[src/rtl/riscv_pkg.sv]
// Shared RV32I core types.
// Trace additions:
//   trace_entry_t : one commit record {pc, instr, result} at the core's native 32-bit width.
//   trace_state_e : capture/readout state of riscv_trace_buffer.
package riscv_pkg;

  localparam int unsigned RvXlen = 32;

  typedef struct packed {
    logic [RvXlen-1:0] pc;
    logic [31:0]       instr;
    logic [RvXlen-1:0] result;
  } trace_entry_t;

  typedef enum logic [1:0] {
    StIdle,
    StArmed,
    StPost,
    StDone
  } trace_state_e;

endpackage

[src/rtl/riscv_trace_ram.sv]
// Trace storage: DEPTH entries, one synchronous write port, one asynchronous read port.
// Contents have no reset; they are only exposed while the buffer is in DONE.
// Ports:
//   clk     : write clock
//   wr_en   : write strobe
//   wr_addr : write index
//   wr_data : entry written
//   rd_addr : read index
//   rd_data : entry at rd_addr (combinational)
module riscv_trace_ram
  import riscv_pkg::*;
#(
  parameter int unsigned DEPTH   = 16,
  parameter type         entry_t = trace_entry_t
) (
  input  logic                     clk,
  input  logic                     wr_en,
  input  logic [$clog2(DEPTH)-1:0] wr_addr,
  input  entry_t                   wr_data,
  input  logic [$clog2(DEPTH)-1:0] rd_addr,
  output entry_t                   rd_data
);

  entry_t mem_q [DEPTH];

  always_ff @(posedge clk) begin
    if (wr_en) mem_q[wr_addr] <= wr_data;
  end

  assign rd_data = mem_q[rd_addr];

endmodule

[src/rtl/riscv_trace_buffer.sv]
// Commit-trace capture buffer. Records the commit stream into a circular buffer after an
// arm pulse, stops POST_TRIG commits after a PC-match trigger, then streams the frozen
// window out oldest-first over valid/ready.
// Ports:
//   clk, rst_n            : clock, synchronous active-low reset
//   arm_i                 : (re)start capture, highest priority
//   trig_en_i, trig_pc_i  : PC-match trigger
//   commit_*_i            : commit stream from the core
//   rd_valid_o/rd_ready_i : readout handshake; rd_pc_o/rd_instr_o/rd_result_o entry, rd_last_o
//   busy_o, done_o        : ARMED/POST, DONE
//   count_o, overflow_o   : entries held, pre-trigger history lost
module riscv_trace_buffer
  import riscv_pkg::*;
#(
  parameter int unsigned XLEN      = 32,
  parameter int unsigned DEPTH     = 16,
  parameter int unsigned POST_TRIG = 4
) (
  input  logic                       clk,
  input  logic                       rst_n,
  input  logic                       arm_i,
  input  logic                       trig_en_i,
  input  logic [XLEN-1:0]            trig_pc_i,
  input  logic                       commit_valid_i,
  input  logic [XLEN-1:0]            commit_pc_i,
  input  logic [31:0]                commit_instr_i,
  input  logic [XLEN-1:0]            commit_result_i,
  output logic                       rd_valid_o,
  input  logic                       rd_ready_i,
  output logic [XLEN-1:0]            rd_pc_o,
  output logic [31:0]                rd_instr_o,
  output logic [XLEN-1:0]            rd_result_o,
  output logic                       rd_last_o,
  output logic                       busy_o,
  output logic                       done_o,
  output logic [$clog2(DEPTH):0]     count_o,
  output logic                       overflow_o
);

  localparam int unsigned AW = $clog2(DEPTH);
  localparam int unsigned CW = AW + 1;
  localparam logic [CW-1:0] CountFull = CW'(DEPTH);
  localparam logic [CW-1:0] CountOne  = CW'(1);

  // Same layout as trace_entry_t, widened to this instance's XLEN.
  typedef struct packed {
    logic [XLEN-1:0] pc;
    logic [31:0]     instr;
    logic [XLEN-1:0] result;
  } entry_t;

  trace_state_e  state_q, state_d;
  logic [AW-1:0] wr_ptr_q, wr_ptr_d;
  logic [CW-1:0] count_q, count_d;
  logic [CW-1:0] post_cnt_q, post_cnt_d;
  logic          overflow_q, overflow_d;
  logic          wr_en;
  logic [AW-1:0] rd_ptr;
  entry_t        wr_entry, rd_entry;
  logic          in_done;

  // Oldest entry sits count entries behind the write pointer. During readout each handshake
  // decrements count, so this advances by one exactly like an explicit read pointer.
  assign rd_ptr = wr_ptr_q - count_q[AW-1:0];

  assign wr_entry = '{pc: commit_pc_i, instr: commit_instr_i, result: commit_result_i};

  always_comb begin
    state_d    = state_q;
    wr_ptr_d   = wr_ptr_q;
    count_d    = count_q;
    post_cnt_d = post_cnt_q;
    overflow_d = overflow_q;
    wr_en      = 1'b0;
    if (arm_i) begin
      state_d    = StArmed;
      wr_ptr_d   = '0;
      count_d    = '0;
      post_cnt_d = '0;
      overflow_d = 1'b0;
    end else begin
      unique case (state_q)
        StArmed: begin
          if (commit_valid_i) begin
            wr_en    = 1'b1;
            wr_ptr_d = wr_ptr_q + AW'(1);
            if (count_q == CountFull) overflow_d = 1'b1;
            else                      count_d    = count_q + CountOne;
            if (trig_en_i && (commit_pc_i == trig_pc_i)) begin
              if (POST_TRIG == 0) begin
                state_d = StDone;
              end else begin
                state_d    = StPost;
                post_cnt_d = CW'(POST_TRIG);
              end
            end
          end
        end
        StPost: begin
          if (commit_valid_i) begin
            wr_en      = 1'b1;
            wr_ptr_d   = wr_ptr_q + AW'(1);
            post_cnt_d = post_cnt_q - CountOne;
            if (count_q == CountFull) overflow_d = 1'b1;
            else                      count_d    = count_q + CountOne;
            if (post_cnt_q == CountOne) state_d = StDone;
          end
        end
        StDone: begin
          if (rd_ready_i) begin
            count_d = count_q - CountOne;
            if (count_q == CountOne) state_d = StIdle;
          end
        end
        StIdle: ;
        default: ;
      endcase
    end
  end

  always_ff @(posedge clk) begin
    if (!rst_n) begin
      state_q    <= StIdle;
      wr_ptr_q   <= '0;
      count_q    <= '0;
      post_cnt_q <= '0;
      overflow_q <= 1'b0;
    end else begin
      state_q    <= state_d;
      wr_ptr_q   <= wr_ptr_d;
      count_q    <= count_d;
      post_cnt_q <= post_cnt_d;
      overflow_q <= overflow_d;
    end
  end

  riscv_trace_ram #(
    .DEPTH   (DEPTH),
    .entry_t (entry_t)
  ) u_ram (
    .clk     (clk),
    .wr_en   (wr_en),
    .wr_addr (wr_ptr_q),
    .wr_data (wr_entry),
    .rd_addr (rd_ptr),
    .rd_data (rd_entry)
  );

  assign in_done     = (state_q == StDone);
  assign rd_valid_o  = in_done;
  assign rd_last_o   = in_done && (count_q == CountOne);
  // Storage is unreset, so data is masked outside DONE.
  assign rd_pc_o     = in_done ? rd_entry.pc     : '0;
  assign rd_instr_o  = in_done ? rd_entry.instr  : '0;
  assign rd_result_o = in_done ? rd_entry.result : '0;
  assign busy_o      = (state_q == StArmed) || (state_q == StPost);
  assign done_o      = in_done;
  assign count_o     = count_q;
  assign overflow_o  = overflow_q;

endmodule

[config.mk]
export PLATFORM = sky130hd
export DESIGN_NAME = riscv_trace_buffer
export DESIGN_NICKNAME = d
export VERILOG_FILES = /design/src/rtl/riscv_pkg.sv /design/src/rtl/riscv_trace_ram.sv /design/src/rtl/riscv_trace_buffer.sv
export SDC_FILE = /design/constraint.sdc
export NUM_CORES = 1
export LEC_CHECK = 0
export ABC_CLOCK_PERIOD_IN_PS = 14100
export CAP_MARGIN = 30
export CORE_ASPECT_RATIO = 2
export CORE_MARGIN = 4
export CORE_UTILIZATION = 40
export CTS_CLUSTER_DIAMETER = 40
export DETAILED_ROUTE_END_ITERATION = 10
export GPL_TIMING_DRIVEN = 0
export PLACE_DENSITY = 0.66
export SYNTH_ARGS = -nofsm -noshare
export SYNTH_HDL_FRONTEND = slang
export SYNTH_HIERARCHICAL = 1
export SYNTH_SLANG_ARGS = --single-unit
[constraint.sdc]
create_clock -name clk -period 14.1 [get_ports clk]
set_input_delay 4.23 -clock clk [delete_from_list [all_inputs] [get_ports clk]]
set_output_delay 4.23 -clock clk [all_outputs]
set_load 0.05 [all_outputs]
[After elaboration in Yosys (flattened, before gate mapping)]
Memory sizes are Yosys's and may differ from the RTL's.
Index checks and enable logic that the tools add are counted.
Operators by class
  $add $sub $neg: 5
  bitwise operators: 1
  mux-type cells: 24
  equal/unequal tests: 21
  reduce and logical (&&, ||, !) cells: 15
Operators with widths (count)
  32-bit 2-to-1 mux: 3
  32-bit == test: 1
  5-bit 2-to-1 mux: 6
  5-bit one-hot mux with 2 select lines: 2
  3-bit inequality test (second input constant): 5
  7-bit AND reduction: 2
  2-bit 2-to-1 mux: 6
  2-bit inequality test (second input constant): 6
  5-bit by 1-bit == test with 1-bit output (second input constant): 2
  5-bit by 1-bit subtractor with 5-bit output (second input constant): 2
  4-bit AND reduction: 2
  1-bit 2-to-1 mux: 6
  2-bit one-hot mux with 3 select lines: 1
  5-bit by 1-bit adder with 5-bit output (second input constant): 1
  5-bit == test (second input constant): 1
  4-bit by 1-bit adder with 4-bit output (second input constant): 1
  2-bit == test (second input constant): 2
  2-bit by 1-bit inequality test with 1-bit output (second input constant): 2
  2-bit nonzero test: 2
  4-bit nonzero test: 1
  2-bit OR reduction: 2
  4-bit subtractor: 1
  3-bit by 2-bit inequality test with 1-bit output (second input constant): 1
  3-bit AND reduction: 1
  other kinds (6): 7
Storage, ports and cells
  memories: 1
  register bits: 17
  output and inout port bits: 106
  word-level logic and storage cells: 73
  RAM bits: 1536
  input port bits: 134
Memories
  u_ram.mem_q: depth 16, width 96, rd ports 1, clocked after memory_dff 0, wr ports 1, line riscv_trace_ram.sv:24  | entry_t mem_q [DEPTH];

[Depth between registers and ports, before layout]
  depth after elaboration: 6
  depth in mapped cells: 13
  mapped depth without buffers: 10

[Hierarchy]
The synthesis kept the hierarchy.
By module, submodules not included
  riscv_trace_ram: instances 1, cells each 2364, area each 57433.8 um^2, seq. area each 46124.2 um^2
  riscv_trace_buffer: instances 1, cells each 296, area each 2180.8 um^2, seq. area each 340.3 um^2

[Worst setup path before layout]
Ideal clock, no wire load.
  kind: input port to flip-flop
  from: input commit_valid_i
  to: memory u_ram/mem_q[0][0] (netlist bit), enable pin
  setup time: 668 ps
  arrival: 11864 ps
  stages on the path: 5
  path buffers: 1
  slack: 1568 ps
  required time: 13432 ps
  cell sequence: clkbuf_1 nand2_1 nor2_1 or3b_2 nor3_1
Between the ends
  word-level cells in the longest chain between the ends: 5
RTL lines
  from (decl): line riscv_trace_buffer.sv:24  | input logic commit_valid_i,
  1-bit 2-to-1 mux: line riscv_trace_buffer.sv:84, riscv_trace_buffer.sv:100
  1-bit 2-to-1 mux
  1-bit 2-to-1 mux: line riscv_trace_buffer.sv:75  | if (arm_i) begin
  via wr_en: line riscv_trace_buffer.sv:57  | logic wr_en;
  1-bit 2-to-1 mux: line riscv_trace_ram.sv:27  | if (wr_en) mem_q[wr_addr] <= wr_data;
  1-bit 2-to-1 mux (not written as such): line riscv_trace_ram.sv:27
  to (decl): line riscv_trace_ram.sv:24
The timed path passes the listed nets, and every way through them passes these cells.

==> results.py <==
metrics = {
    "run_status": {
        "status": "finished clean",
    },
    "sta": {
        "drv_slew": 0,
        "worst-slew-pin-transition_ns": 1.00,
        "clock.fmax_ghz": 0.0980,
        "maxSlewHeadroom": 0.331,
        "finalHoldViolations": 0,
        "period_share": 0.724,
        "rsz0062_at_grt": "no",
        "finalSetupViolCount": 0,
        "period_minus_slack_ns": 10.21,
        "timing.hold.ws_ns": 0.466,
        "fin_skew_ns": 0.0177,
    },
    "global_route": {
        "grt_pass1_vias": 30900,
        "grt_pass1_wl_um": 217000,
        "grt_max_degree": 25,
        "grtUsageTotal": 0.194,
        "antenna_found_initial": 10,
        "grt-ovfl-total": 0,
    },
    "synth": {
        "synth-compound-area-share": 0.0273,
        "synth_area_sq_mm": 0.0596,
        "synthXorXnorAreaFrac": 0.00602,
        "yosys_register_bits": 1553,
        "synth-edff-count": 1536,
        "synth_ff_type": "edfxtp_1",
        "synthMuxAreaShare": 0.146,
        "avgSynthCellArea_sq_um": 22.4,
        "synth_top_area_cell": "edfxtp_1",
        "synth.distinct_cells": 46,
        "synthArstFlopShare": 0,
        "synth_top_family_by_area": "multiplexers",
        "synthDominantCellAreaShare": 0.774,
        "yosys.area_share.simple": 0.0241,
        "synth_fa_ha_area_frac": 0.00348,
        "synthCells": 2660,
        "syn_nets": 2810,
        "ys_top_cells_by_area": "edfxtp_1 77%, mux4_2 15%, a22oi_1 2.4%",
        "yosysWarnings": 6,
        "yosysSeqAreaShare": 0.779,
    },
    "placement": {
        "gp_congestion": 0.745,
        "hpwlAfterDp_um": 102000,
        "portBuffers": 238,
    },
    "cts": {
        "clockBufferDepth": 3,
        "cts_buffers": 144,
        "path_clk_slew_ns": 0.06,
        "clock_latency_ns": 0.75,
        "root_buffer": "clkbuf_16",
        "cts_tree": "done",
        "cts-hold-fix-buffers": 0,
        "cts_sinks": 1553,
        "htree_levels": 4,
        "cts_resized": 0,
        "postCtsSetupRepairBufs": 0,
    },
    "setup_path": {
        "crit_path_cell_trace": "inv_1, ha_1, fa_1, xnor2_1, and2_1, clkbuf_1, clkbuf_1, buf_8, clkbuf_1, a22oi_1, nand2_1, and2_1, clkdlybuf4s50_1",
        "slowest_stage": "clkdlybuf4s50_1",
        "cp.required_ns": 9.87,
        "end_kind": "output port",
        "cp-start-kind": "register",
        "crit_path_max_incr_delay_ns": 0.85,
        "cp_max_fo": 10,
        "crit_top_cell": "clkbuf_1",
        "critical_path_class": "register to output port",
        "arrival_ns": 5.98,
    },
    "floorplan": {
        "start_util": 0.402,
        "die_area_sq_mm": 0.156,
        "num_io_pins": 240,
        "fp.dieW_um": 281,
        "fp.coreArea_sq_mm": 0.148,
        "std_cell_rows": 200,
        "die_h_um": 554,
    },
    "power_and_ir_drop": {
        "power.density_mw_per_mm2": 145,
        "p_total_mw": 10.3,
        "total_leakage_power_nw": 21.9,
        "ir_worst_vdd_uv": 98.7,
    },
    "drt": {
        "drt-initial-drc-count": 2621,
        "wl_per_cell_um": 28.9,
        "ant_nets": 0,
        "drt-total-wl_um": 150000,
        "route.detailed.drc": 0,
        "routed_via_density": 5.63,
        "vias": 29300,
        "drt-pass1-iter-count": 6,
    },
    "job": {
        "drv_cap": 0,
    },
    "layout": {
        "drive_gt1_frac": 0.240,
        "postLayoutCoreUtil": 0.480,
        "fillers": 12000,
        "multi_input_area_sq_mm": 0.0124,
        "fin_nets": 3311,
        "syn_to_final_growth_pct": 19.5,
        "seq_area_sq_mm": 0.0465,
    },
    "min_path": {
        "hold_class": "register to register",
    },
}
-- state kept, by name, summed over array words and instances (netlist names) --
| name | cells |
|---|---|
| overflow_o | 1 |
| post_cnt_q | 5 |
| count_o | 5 |
| wr_ptr_q | 4 |
| state_q | 2 |
| u_ram/mem_q | 1536 |
-- cell usage after synthesis, types with 8 or more instances --
cell,n
mux4_2,384
xnor2_1,8
clkbuf_1,62
nand2_1,105
dfxtp_1,17
nor4_1,8
inv_1,15
ha_1,15
buf_6,21
nor2_1,29
a22oi_1,192
buf_4,20
a21oi_1,10
buf_2,11
buf_1,30
nand3_1,8
edfxtp_1,1536
xor2_1,33
nand4_1,8
and2_1,99
-- logic make-up (layout without fill, tap and decap cells) --
family                   after synthesis  count (layout)
multiplexers                         387             387
AND/OR/NAND/NOR                      283             283
AO/OA/AOI/OAI                        221             221
other                                  0               5
flip-flops                          1553            1553
XOR/XNOR                              41              41
adder cells (fa/ha/maj)               16              16
buffers and inverters                159             773
-- stage by stage --
stage	TNS [ns]	worst slack (ns)	instance area, sq um	instances
2_1_floorplan	0	1.57	59600	2660
3_3_place_gp	-3915.74	-7.24	64400	4817
3_5_place_dp	0	4.61	66500	4932
4_1_cts	0	3.77	71200	5191
5_1_grt	0	3.66	71200	5194
6_report	0	3.89	71300	5198
-- worst max-delay path: cells and delay by family, from the launching register on --
kind                       cells  cell delay, ns
DFF                            1            0.58
xor gates and xnor gates       1            0.46
AOI/OAI and AO/OA              1            0.16
adders and majority gates      2            0.61
and+or+nand+nor                3            0.57
buffers and inverters          6            2.83
-- cell type report --
cell class              instances  area share
plain buffers                 144      0.0111
clock buffers                 174      0.0539
flip-flops and latches       1553       0.652
diodes                          5    0.000176
repair buffers                355      0.0615
well taps                    1919      0.0337
multi-input cells             948       0.174
inverters                      15    0.000790
clock inverters                85      0.0124
-- final timing paths --
check / to / cells after the start / start / slack (ns)
min: post_cnt_q[4]$_SDFFE_PP0P_ / 1 / post_cnt_q[4]$_SDFFE_PP0P_ / 0.47
min reg2reg: post_cnt_q[4]$_SDFFE_PP0P_ / 1 / post_cnt_q[4]$_SDFFE_PP0P_ / 0.47
max: rd_instr_o[23] / 13 / wr_ptr_q[0]$_SDFFE_PP0P_ / 3.89
max reg2reg: u_ram/mem_q[0][37]$_DFFE_PP_ / 12 / state_q[0]$_SDFFE_PN0P_ / 10.24
-- layer usage --
metal  track usage  wire length, um  vias to the layer above
met3        0.0385             9460                      250
met2         0.357            82600                     1135
met5             0               38                        -
li1              -                -                    12200
met1         0.226            53200                    15700
met4        0.0659             5120                        6
-- power breakdown --
part           internal [mW]  switching [mW]
logic                  0.555           0.755
clock network           2.21            1.69
registers               5.10         0.00927
-- layout by cell type, fill, tap and decap left out, drive strengths merged, types with 10 or more instances in the layout --
cell type,count
a21oi,10
a22oi,192
and2,99
buf,199
bufinv,13
clkbuf,236
clkdlybuf4s50,238
clkinv,49
dfxtp,17
edfxtp,1536
ha,15
inv,31
mux4,384
nand2,105
nor2,29
xor2,33
Power figures use the tool's default switching activity.
